$ cat src/rtl/axi_rd_rr_arbiter.sv
// Two-requester round-robin arbiter for the shared AXI AR/R read channels.
// AR IDs carry the requester index as MSB; R beats are routed back by it.
module axi_rd_rr_arbiter #(
    parameter int ID_W    = 4,
    parameter int ADDR_W  = 64,
    parameter int DATA_W  = 64,
    parameter int MAX_OUT = 4
) (
    input  logic                clk_i,
    input  logic                rst_ni,
    input  logic [1:0]          s_ar_valid,
    output logic [1:0]          s_ar_ready,
    input  logic [2*ID_W-1:0]   s_ar_id,
    input  logic [2*ADDR_W-1:0] s_ar_addr,
    input  logic [15:0]         s_ar_len,
    input  logic [5:0]          s_ar_size,
    input  logic [3:0]          s_ar_burst,
    output logic                m_ar_valid,
    input  logic                m_ar_ready,
    output logic [ID_W:0]       m_ar_id,
    output logic [ADDR_W-1:0]   m_ar_addr,
    output logic [7:0]          m_ar_len,
    output logic [2:0]          m_ar_size,
    output logic [1:0]          m_ar_burst,
    input  logic                m_r_valid,
    output logic                m_r_ready,
    input  logic [ID_W:0]       m_r_id,
    input  logic [DATA_W-1:0]   m_r_data,
    input  logic [1:0]          m_r_resp,
    input  logic                m_r_last,
    output logic [1:0]          s_r_valid,
    input  logic [1:0]          s_r_ready,
    output logic [ID_W-1:0]     s_r_id,
    output logic [DATA_W-1:0]   s_r_data,
    output logic [1:0]          s_r_resp,
    output logic                s_r_last,
    output logic                rsp_err_o
);

    localparam int CW = $clog2(MAX_OUT + 1);
    localparam logic [CW-1:0] MAX_CNT = CW'(MAX_OUT);

    logic          en_q;
    logic          prio_q, prio_d;
    logic          lock_q, lock_d;
    logic          gnt_q, gnt_d;
    logic          err_q, err_d;
    logic [CW-1:0] cnt_q [2];
    logic [CW-1:0] cnt_d [2];

    logic [1:0] elig;
    logic [1:0] inc;
    logic [1:0] dec;
    logic       sel;
    logic       ar_hs;
    logic       r_sel;
    logic       r_last_hs;

    always_comb begin
        for (int i = 0; i < 2; i++) begin
            elig[i] = s_ar_valid[i] & (cnt_q[i] < MAX_CNT);
        end
    end

    // A stalled AR stays pinned to its requester until accepted
    always_comb begin
        sel = 1'b0;
        if (lock_q) begin
            sel = gnt_q;
        end else if (&elig) begin
            sel = prio_q;
        end else if (elig[1]) begin
            sel = 1'b1;
        end
    end

    assign m_ar_valid = en_q & elig[sel];
    assign ar_hs      = m_ar_valid & m_ar_ready;
    assign s_ar_ready = sel ? {ar_hs, 1'b0} : {1'b0, ar_hs};

    always_comb begin
        m_ar_id    = '0;
        m_ar_addr  = '0;
        m_ar_len   = '0;
        m_ar_size  = '0;
        m_ar_burst = '0;
        if (en_q) begin
            if (sel) begin
                m_ar_id    = {1'b1, s_ar_id[2*ID_W-1:ID_W]};
                m_ar_addr  = s_ar_addr[2*ADDR_W-1:ADDR_W];
                m_ar_len   = s_ar_len[15:8];
                m_ar_size  = s_ar_size[5:3];
                m_ar_burst = s_ar_burst[3:2];
            end else begin
                m_ar_id    = {1'b0, s_ar_id[ID_W-1:0]};
                m_ar_addr  = s_ar_addr[ADDR_W-1:0];
                m_ar_len   = s_ar_len[7:0];
                m_ar_size  = s_ar_size[2:0];
                m_ar_burst = s_ar_burst[1:0];
            end
        end
    end

    assign r_sel     = m_r_id[ID_W];
    assign s_r_valid = (en_q & m_r_valid) ? (r_sel ? 2'b10 : 2'b01) : 2'b00;
    assign m_r_ready = en_q & s_r_ready[r_sel];
    assign r_last_hs = m_r_valid & m_r_ready & m_r_last;

    assign s_r_id   = en_q ? m_r_id[ID_W-1:0] : '0;
    assign s_r_data = en_q ? m_r_data : '0;
    assign s_r_resp = en_q ? m_r_resp : '0;
    assign s_r_last = en_q & m_r_last;

    assign rsp_err_o = err_q;

    always_comb begin
        prio_d = prio_q;
        lock_d = lock_q;
        gnt_d  = gnt_q;
        if (ar_hs) begin
            lock_d = 1'b0;
            prio_d = ~sel;
        end else if (m_ar_valid) begin
            lock_d = 1'b1;
            gnt_d  = sel;
        end
        // A last beat with nothing outstanding is a stray response
        err_d  = err_q | (r_last_hs & (cnt_q[r_sel] == '0));
        inc[0] = ar_hs & ~sel;
        inc[1] = ar_hs & sel;
        dec[0] = r_last_hs & ~r_sel & (cnt_q[0] != '0);
        dec[1] = r_last_hs & r_sel & (cnt_q[1] != '0);
        for (int i = 0; i < 2; i++) begin
            cnt_d[i] = cnt_q[i];
            unique case ({inc[i], dec[i]})
                2'b10:   cnt_d[i] = cnt_q[i] + CW'(1);
                2'b01:   cnt_d[i] = cnt_q[i] - CW'(1);
                default: cnt_d[i] = cnt_q[i];
            endcase
        end
    end

    always_ff @(posedge clk_i or negedge rst_ni) begin
        if (!rst_ni) begin
            en_q     <= 1'b0;
            prio_q   <= 1'b0;
            lock_q   <= 1'b0;
            gnt_q    <= 1'b0;
            err_q    <= 1'b0;
            cnt_q[0] <= '0;
            cnt_q[1] <= '0;
        end else begin
            en_q     <= 1'b1;
            prio_q   <= prio_d;
            lock_q   <= lock_d;
            gnt_q    <= gnt_d;
            err_q    <= err_d;
            cnt_q[0] <= cnt_d[0];
            cnt_q[1] <= cnt_d[1];
        end
    end

endmodule

$ cat config.mk
export PLATFORM = sky130hd
export DESIGN_NAME = axi_rd_rr_arbiter
export DESIGN_NICKNAME = d
export VERILOG_FILES = /design/src/rtl/axi_rd_rr_arbiter.sv
export SDC_FILE = /design/constraint.sdc
export NUM_CORES = 1
export LEC_CHECK = 0
export CAP_MARGIN = 0
export CORE_AREA = 2 2 158 160
export CTS_CLUSTER_DIAMETER = 50
export DETAILED_ROUTE_END_ITERATION = 12
export DIE_AREA = 0 0 160 162
export DONT_BUFFER_PORTS = 1
export PLACE_DENSITY = 0.3
export SETUP_SLACK_MARGIN = 0.15
export SYNTH_ARGS = -nofsm -noshare
export SYNTH_HDL_FRONTEND = slang
export SYNTH_SLANG_ARGS = --single-unit
$ cat constraint.sdc
create_clock -name clk_i -period 2.5 [get_ports clk_i]
set_input_delay 0.5 -clock clk_i [delete_from_list [all_inputs] [get_ports clk_i]]
set_output_delay 0.5 -clock clk_i [all_outputs]
set_load 0.1 [all_outputs]
* Word-level counts from Yosys, hierarchy flattened *
Cells that the tools add are included.

storage, ports and cells
  flip-flop bits (word level) = 11
  bits in latches = 0
  memory bits (writable) = 0
  memory bits (read-only) = 0
  output and inout bits = 160
  word-level logic and storage cells = 79
  memories = 0

operators by class
  $add $sub $neg = 4
  multipliers = 0
  div/mod/pow operators = 0
  $lt $le $gt $ge = 5
  equal/unequal tests = 4
  shift operators = 0
  muxes and demuxes = 30
  bitwise logic cells = 21
  reduce and logical (&&, ||, !) cells = 8

operator list
  cell                   number
  $mux W64               3
  $and A1 B1 Y1          16
  $mux W8                2
  $mux W3                5
  $mux W2                6
  $pmux W3 S2            2
  $mux W5                2
  $mux W1                9
  $add A3 B1 Y3 const B  2
  $lt A3 B3 Y1 const B   2
  $reduce_bool A2 Y1     3
  $reduce_bool A3 Y1     2
  $sub A3 B1 Y3 const B  2
  $eq A2 B1 Y1 const B   2
  $eq A2 B2 Y1 const B   2
  $lt A1 B2 Y1 const B   2
  $mux W4                1
  $reduce_and A2 Y1      2
  $logic_not A3 Y1       1
  $not A1 Y1             3
  $ge A2 B2 Y1 const B   1
  $not A1 Y2             1
  $or A1 B1 Y1           1

* Longest topological paths before layout *
Gate-level depths: netlist of run 1.

  depth after elaboration = 12
  mapped depth = 12
  mapped depth without buffers = 9

* Least setup slack after synthesis of run 1 *
Ideal clock, no wire load.

  kind = input port to output port
  start = in s_ar_valid[0]
  end = out s_ar_ready[1]
  arrival = 3.389 ns
  data required time = 2.000 ns
  path slack = -1.389 ns
  cell stages on the path = 6
  buffers on the path = 3
  path through = nor3b_1 > o31a_1 > buf_2 > buf_6 > buf_6 > nor3_1

on the way
  cells in the longest elaborated chain, start to end = 9

ends and longest elaborated chain
  what                                         line  text
  start, declared                              11    input logic [1:0] s_ar_valid,
  $and A1 B1 Y1 (*)                            61    elig[i] = s_ar_valid[i] & (cnt_q[i] < MAX_CNT);
  $reduce_and A2 Y1                            70    end else if (&elig) begin
  $mux W1                                      70
  $mux W1                                      68    if (lock_q) begin
  $mux W1 (implied by the code) (2 in series)  77    assign m_ar_valid = en_q & elig[sel];
  $and A1 B1 Y1                                77
  $and A1 B1 Y1                                78    assign ar_hs = m_ar_valid & m_ar_ready;
  $mux W2 (*)                                  79    assign s_ar_ready = sel ? {ar_hs, 1'b0} : {1'b0, ar_hs};
  end, declared                                12    output logic [1:0] s_ar_ready,

Mark *: on every way between the ends. The rest lies on a longest branch, timed or not. The select of a mux whose other input is x is not followed.

* Final worst setup path of run 1 *
  start = reg cnt_q[2] (netlist name)
  end = out m_ar_addr[20]

on the way
  cells in the longest elaborated chain, start to end = 7

ends and longest elaborated chain
  what                                          line    text
  start, declared                               48      logic [CW-1:0] cnt_q [2];
  $lt A3 B3 Y1 (*)                              61
  $and A1 B1 Y1 (*)                             61
  $mux W1 or $reduce_and A2 Y1 (tied branches)  72, 70
  $mux W1 (*)                                   70
  $mux W1 (*)                                   68
  $mux W64 (*)                                  88      if (sel) begin
  $mux W64 (*)                                  87      if (en_q) begin
  end, declared                                 21      output logic [ADDR_W-1:0] m_ar_addr,

Mark *: on every way between the ends. The rest lies on a longest branch, timed or not.

==> results of run 1 <==
-- cells in the mapped netlist --
| cell type | count | area, µm² |
|---|---|---|
| sky130_fd_sc_hd__nor3b_1 | 5 | 37.5 |
| sky130_fd_sc_hd__o41ai_1 | 2 | 17.5 |
| sky130_fd_sc_hd__or3_1 | 1 | 6.26 |
| sky130_fd_sc_hd__nor2_1 | 5 | 18.8 |
| sky130_fd_sc_hd__nand2b_1 | 2 | 12.5 |
| sky130_fd_sc_hd__and2_1 | 72 | 450 |
| sky130_fd_sc_hd__o32a_1 | 1 | 10.0 |
| sky130_fd_sc_hd__clkbuf_1 | 27 | 101 |
| sky130_fd_sc_hd__buf_2 | 6 | 30.0 |
| sky130_fd_sc_hd__nor3_1 | 4 | 20.0 |
| sky130_fd_sc_hd__xor2_1 | 4 | 35.0 |
| sky130_fd_sc_hd__xnor2_1 | 2 | 17.5 |
| sky130_fd_sc_hd__fa_1 | 2 | 40.0 |
| sky130_fd_sc_hd__or3b_2 | 1 | 8.76 |
| sky130_fd_sc_hd__and3b_1 | 1 | 8.76 |
| sky130_fd_sc_hd__and3_1 | 1 | 6.26 |
| sky130_fd_sc_hd__conb_1 | 1 | 3.75 |
| sky130_fd_sc_hd__inv_1 | 7 | 26.3 |
| sky130_fd_sc_hd__o2111a_1 | 1 | 11.3 |
| sky130_fd_sc_hd__dfrtp_1 | 11 | 275 |
| sky130_fd_sc_hd__nand2_1 | 166 | 623 |
| sky130_fd_sc_hd__o31a_1 | 1 | 8.76 |
| sky130_fd_sc_hd__o21bai_1 | 1 | 7.51 |
| sky130_fd_sc_hd__ha_1 | 2 | 25.0 |
| sky130_fd_sc_hd__mux2i_1 | 85 | 851 |
| sky130_fd_sc_hd__o21ai_0 | 1 | 5.00 |
| sky130_fd_sc_hd__buf_6 | 4 | 45.0 |
| sky130_fd_sc_hd__nor2b_1 | 4 | 25.0 |
| sky130_fd_sc_hd__o2bb2ai_1 | 1 | 8.76 |
-- tightest hold or removal path: cells and delay by family --
family / cells / cell delay (ns)
compound gates: 2 / 0.12
buf+inv: 1 / 0.03
-- path summary, 6_finish.rpt --
path,start,end,cells past startpoint
max,cnt_q[2],m_ar_addr[20],7
max reg2reg,cnt_q[2],cnt_q[2],10
min,s_ar_valid[0],gnt_q,3
min in group asynchronous,rst_ni,rsp_err_o,1
min reg2reg,cnt_q[0],cnt_q[0],1
max in group asynchronous,rst_ni,en_q,1
-- state kept, by name (all words and copies together), names as in the netlist --
signal / flops
lock_q: 1
rsp_err_o: 1
cnt_q: 6
en_q: 1
prio_q: 1
gnt_q: 1
-- logic make-up after synthesis --
family	after synthesis	share of synthesized area
compound gates	8	0.0252
xor+xnor	6	0.0192
fa+ha+maj	4	0.0238
buf+inv	44	0.0741
flops	11	0.101
mux	85	0.311
other cells	1	0.00137
simple gates	262	0.445
-- power breakdown --
group / leakage, µW / total, µW / internal, µW / switching [µW]
clock network: 0.0000382 / 296 / 214 / 81.5
logic: 0.00298 / 9650 / 4180 / 5480
registers: 0.000129 / 325 / 262 / 62.4
total: 0.00314 / 10300 / 4650 / 5620
-- timing repair --
item	CTS	global route
setup buffers	10	5
gates resized for setup	22	10
hold buffers	1	0
pin swaps	3	8
endpoints found under the setup margin	83	86
endpoints found under the hold margin	11	0
gates cloned	6	2
-- routing by layer --
metal	wire (µm)	track usage	up-vias
li1	-	-	1689
met1	5300	0.114	1706
met5	0	0	-
met2	9900	0.239	229
met4	484	0.0401	0
met3	1350	0.0306	16
-- cell type report --
cell class	count	share of cell area
Inverter	7	0.00330
Timing Repair Buffer	201	0.474
Tap cell	324	0.0510
Antenna cell	1	0.000315
Multi-Input combinational cell	366	0.427
Clock buffer	4	0.00991
Sequential cell	11	0.0351
-- per-stage QoR --
stage                     cell area, µm²  setup slack (ns)  hold slack, ns
final                               7950            0.0224           0.460
after CTS                           7800          -0.00508           0.438
after global routing                7950           -0.0474           0.488
after floorplan                     3850            -0.101           0.204
after detailed placement            7330           -0.0384           0.205
after global placement              7330            0.0215           0.205
==> flow_summary.ini, run 1 <==
[layout]
final_layout_size_suffix_gt1_frac = 0.518
num-fill-cells = 2424
area_used_by_multi_input_combinational_logic_um2 = 3390
syn_to_layout_area_delta_pct = 191
mostFrequentLayoutCell = sky130_fd_sc_hd__nand2_1
layout_common_cells = sky130_fd_sc_hd__nand2_1 (165), sky130_fd_sc_hd__buf_12 (159), sky130_fd_sc_hd__mux2i_4 (81), sky130_fd_sc_hd__and2_1 (71), sky130_fd_sc_hd__buf_4 (25)
final_nets = 836
stdcell_count = 914
fin_util = 0.330
seq_cell_area_um2 = 279

[setup_path]
worst_ep_arrival_time_ns = 1.98
worst-setup-path-type = flip-flop to output pin
family_with_the_most_delay_on_the_worst_path = buffers and inverters
reg2reg_slack_ns = 0.19
crit_path_cell_trace = nand2b_4 > o31a_4 > buf_12 > buf_16 > buf_16 > mux2i_4 > buf_12
crit_buf_inv = 4
timing.critical_path.fanout_max = 7
worst_path_max_delay_cell = sky130_fd_sc_hd__dfrtp_1
timing.critical_path.slowest_cell_delay_ns = 0.37
critical_path.endpoint_type = output pin
crit_path_start_kind = flip-flop
timing.critical_path.required_ns = 2.00

[cts]
clk_root_buffer_cell = sky130_fd_sc_hd__clkbuf_16
insertion_delay_ns = 0.24
htreeDepth = 1
clk_transition_reported_paths_ns = 0.04
number_of_buffers_created_by_cts = 3
cts-root-to-sink-buffers = 2
clock_sink_count = 11
tritoncts = done

[logic_synthesis]
ys_seq_elements = 11
synth.yosys.warnings = 0
synth.net_count = 667
post_synth_instance_area_um2 = 2740
synthDistinctLibCells = 29
share_of_the_yosys_chip_area_belonging_to_registers = 0.101
post_synth.cell_area_avg_um2 = 6.50
synthesis.instances = 421

[grt]
grt_antenna_before_repair = 1
vias_in_the_first_global_route = 3861
grt_first_pass_wirelength_mm = 23.7
overflow = 0
groute.usage.overall = 0.118
grt_start_max_net_pins = 129

[pwr]
power.total_uw = 10300
peakVddDrop_uv = 546
power_density_over_the_cells_nw_per_um2 = 1290
cellLeakagePower_uw = 0.00314

[drt]
drc = 0
detail_route.iter0.violations = 112
firstDrtPassIters = 4
finalWirelength_mm = 17.0
antenna_violating_nets_left = 0
post_drt_wl_per_cell_um = 18.6
vias_per_cell = 3.98
vias = 3640

[sta]
timing.final.hold_violations = 0
rsz0062_at_grt = true
fin_crit_ns = 2.48
share_of_the_cycle_needed_by_the_critical_path_after_routing = 0.991
fin_setup_tns_ns = 0
slew_viol_final = 0
finalClockSkew_ns = 0.00335
max_freq_mhz = 404
setup_viol_count_final = 0
worstMarginPinSlew_ns = 0.510
max_slew_margin = 0.659

[floorplanning]
core_area_um2 = 24100
dieArea_um2 = 25900
floorplan.rows = 57
die_outline_width_um = 160
io_pins = 402
start_util = 0.114
die_height_um = 162

[flow_run]
maxCapViolations = 0

[placement]
numPlacedInstances = 885
post-dp-hpwl_mm = 14.0
numPortBuffers = 0
last_weighted_congestion_value_of_the_routability_driven_placer = 0.804

[outcome]
run_status = finished clean

[worst_hold_path]
min-delay-path-class = primary input to flip-flop
(Power assumes the default switching activity.)
==> inputs of run 2 (changes only) <==
--- a/config.mk
+++ b/config.mk
@@ -5,12 +5,12 @@
 export SDC_FILE = /design/constraint.sdc
 export NUM_CORES = 1
 export LEC_CHECK = 0
-export CAP_MARGIN = 0
 export CORE_AREA = 2 2 158 160
 export CTS_CLUSTER_DIAMETER = 50
 export DETAILED_ROUTE_END_ITERATION = 12
 export DIE_AREA = 0 0 160 162
 export DONT_BUFFER_PORTS = 1
+export MAX_ROUTING_LAYER = met4
 export PLACE_DENSITY = 0.3
 export SETUP_SLACK_MARGIN = 0.15
 export SYNTH_ARGS = -nofsm -noshare
==> flow_summary.ini, run 2 (synthesized netlist as in run 1, its figures left out) <==
[outcome]
run_status = finished clean

[grt]
busiest_layer = met2
grt_start_max_net_pins = 129
vias_in_the_first_global_route = 3895
overflow = 0
groute.usage.overall = 0.121
grt_antenna_before_repair = 2
grt_met1_usage = 0.119
use_met3 = 0.0212
grt_first_pass_wirelength_mm = 23.6
groute.layer.met2.usage = 0.239

[setup_path]
crit_path_start_kind = flip-flop
timing.critical_path.fanout_max = 7
timing.critical_path.required_ns = 2.00
worst_ep_arrival_time_ns = 1.98
startpoint = cnt_q[2]
timing.critical_path.slowest_cell_delay_ns = 0.37
reg2reg_from = cnt_q[2]
critical_path.endpoint_type = output pin
crit_buf_inv = 4
crit_path_cell_trace = nand2b_4 > o31a_4 > buf_12 > buf_16 > buf_16 > mux2i_4 > buf_12
family_with_the_most_delay_on_the_worst_path = buffers and inverters
worst_path_max_delay_cell = sky130_fd_sc_hd__dfrtp_1
worst-setup-path-type = flip-flop to output pin

[sta]
max_slew_margin = 0.651
worstMarginPinSlew_ns = 0.522
timing.final.hold_violations = 0
rsz0062_at_grt = true
share_of_the_cycle_needed_by_the_critical_path_after_routing = 0.993
fin_hold_ws_ns = 0.448
fin_crit_ns = 2.48
finalClockSkew_ns = 0.00285
max_freq_mhz = 403
slew_viol_final = 0
setup_viol_count_final = 0

[layout]
final_nets = 833
fin_util = 0.328
layout_common_cells = sky130_fd_sc_hd__nand2_1 (165), sky130_fd_sc_hd__buf_12 (159), sky130_fd_sc_hd__mux2i_4 (81), sky130_fd_sc_hd__and2_1 (71), sky130_fd_sc_hd__buf_4 (24)
mostFrequentLayoutCell = sky130_fd_sc_hd__nand2_1
num-fill-cells = 2427
seq_cell_area_um2 = 279
area_used_by_multi_input_combinational_logic_um2 = 3390
final_layout_size_suffix_gt1_frac = 0.515
largest_reg_flops = 6
syn_to_layout_area_delta_pct = 189
largest_register = cnt_q

[cts]
insertion_delay_ns = 0.24
clock_sink_count = 11
clk_root_buffer_cell = sky130_fd_sc_hd__clkbuf_16
tritoncts = done
htreeDepth = 1
clk_transition_reported_paths_ns = 0.04
cts-root-to-sink-buffers = 2
number_of_buffers_created_by_cts = 3

[pwr]
power.total_uw = 10300
cellLeakagePower_uw = 0.00312
peakVddDrop_uv = 545
power_density_over_the_cells_nw_per_um2 = 1300

[placement]
last_weighted_congestion_value_of_the_routability_driven_placer = 0.816
numPortBuffers = 0
post-dp-hpwl_mm = 14.0

[drt]
finalWirelength_mm = 16.4
vias_per_cell = 3.93
drc = 0
antenna_violating_nets_left = 0
detail_route.iter0.violations = 107
post_drt_wl_per_cell_um = 17.9
vias = 3584
firstDrtPassIters = 4

[floorplanning]
start_util = 0.114
die_height_um = 162
dieArea_um2 = 25900
floorplan.rows = 57
io_pins = 402
die_outline_width_um = 160
core_area_um2 = 24100

[worst_hold_path]
hp-start = s_ar_valid[1]
min-delay-path-class = primary input to flip-flop

[flow_run]
maxCapViolations = 0
[run 2: worst paths after layout]
kind | to | slack (ns) | cells after the start
max reg2reg | cnt_q[2] | 0.19 | 10
min in group asynchronous | rsp_err_o | 0.67 | 1
max in group asynchronous | en_q | 1.43 | 1
min reg2reg | cnt_q[0] | 0.50 | 1
max | m_ar_addr[20] | 0.02 | 7
min | gnt_q | 0.45 | 2
[run 2: cell type report]
cell class | instances | share of cell area
timing repair buffer | 198 | 0.470
sequential | 11 | 0.0353
antenna | 2 | 0.000634
tap | 324 | 0.0513
clock buffer | 4 | 0.00998
multi-input combinational | 366 | 0.430
inverter | 7 | 0.00333
[run 2: stage by stage]
stage / std cells / TNS, ns / area (µm²) / setup slack (ns)
floorplan: 421 / -4.06 / 3850 / -0.101
global placement: 885 / 0 / 7330 / 0.0215
detailed placement: 885 / -0.0384 / 7330 / -0.0384
CTS: 906 / -0.00624 / 7800 / -0.00508
global route: 912 / -1.46 / 7900 / -0.0554
finish: 912 / 0 / 7900 / 0.0169
[run 2: worst register-to-register path, cell delays in order, from the launching register on]
cell and delay [ns]:
sky130_fd_sc_hd__dfrtp_1 0.37, sky130_fd_sc_hd__nand2b_4 0.16, sky130_fd_sc_hd__o31a_4 0.37, sky130_fd_sc_hd__buf_4 0.15, sky130_fd_sc_hd__or3_4 0.39, sky130_fd_sc_hd__ha_4 0.18, sky130_fd_sc_hd__inv_2 0.05, sky130_fd_sc_hd__fa_2 0.18
sky130_fd_sc_hd__xor2_1 0.15, sky130_fd_sc_hd__nor2_1 0.07, sky130_fd_sc_hd__xor2_1 0.13
[run 2: routing by layer]
| metal | part of all wire | routed length, µm |
|---|---|---|
| met3 | 0.070 | 1150 |
| met5 | 0 | 0 |
| met2 | 0.58 | 9450 |
| met1 | 0.32 | 5220 |
| met4 | 0.034 | 554 |
[run 2: repair_timing]
action                                  CTS  global route
endpoints found under the setup margin   83            86
gates resized for setup                  22            10
hold buffers                              1             0
cloned                                    6             0
pin swaps                                 3             8
setup buffers                            10             4
hold endpoints to repair                 11             0
[run 2: where the power goes]
group          leakage, µW  internal [µW]  total, µW  switching (µW)
combinational      0.00295           4160       9630            5470
sequential        0.000129            262        325            62.4
clock            0.0000382            215        298            83.2
total              0.00312           4640      10300            5610
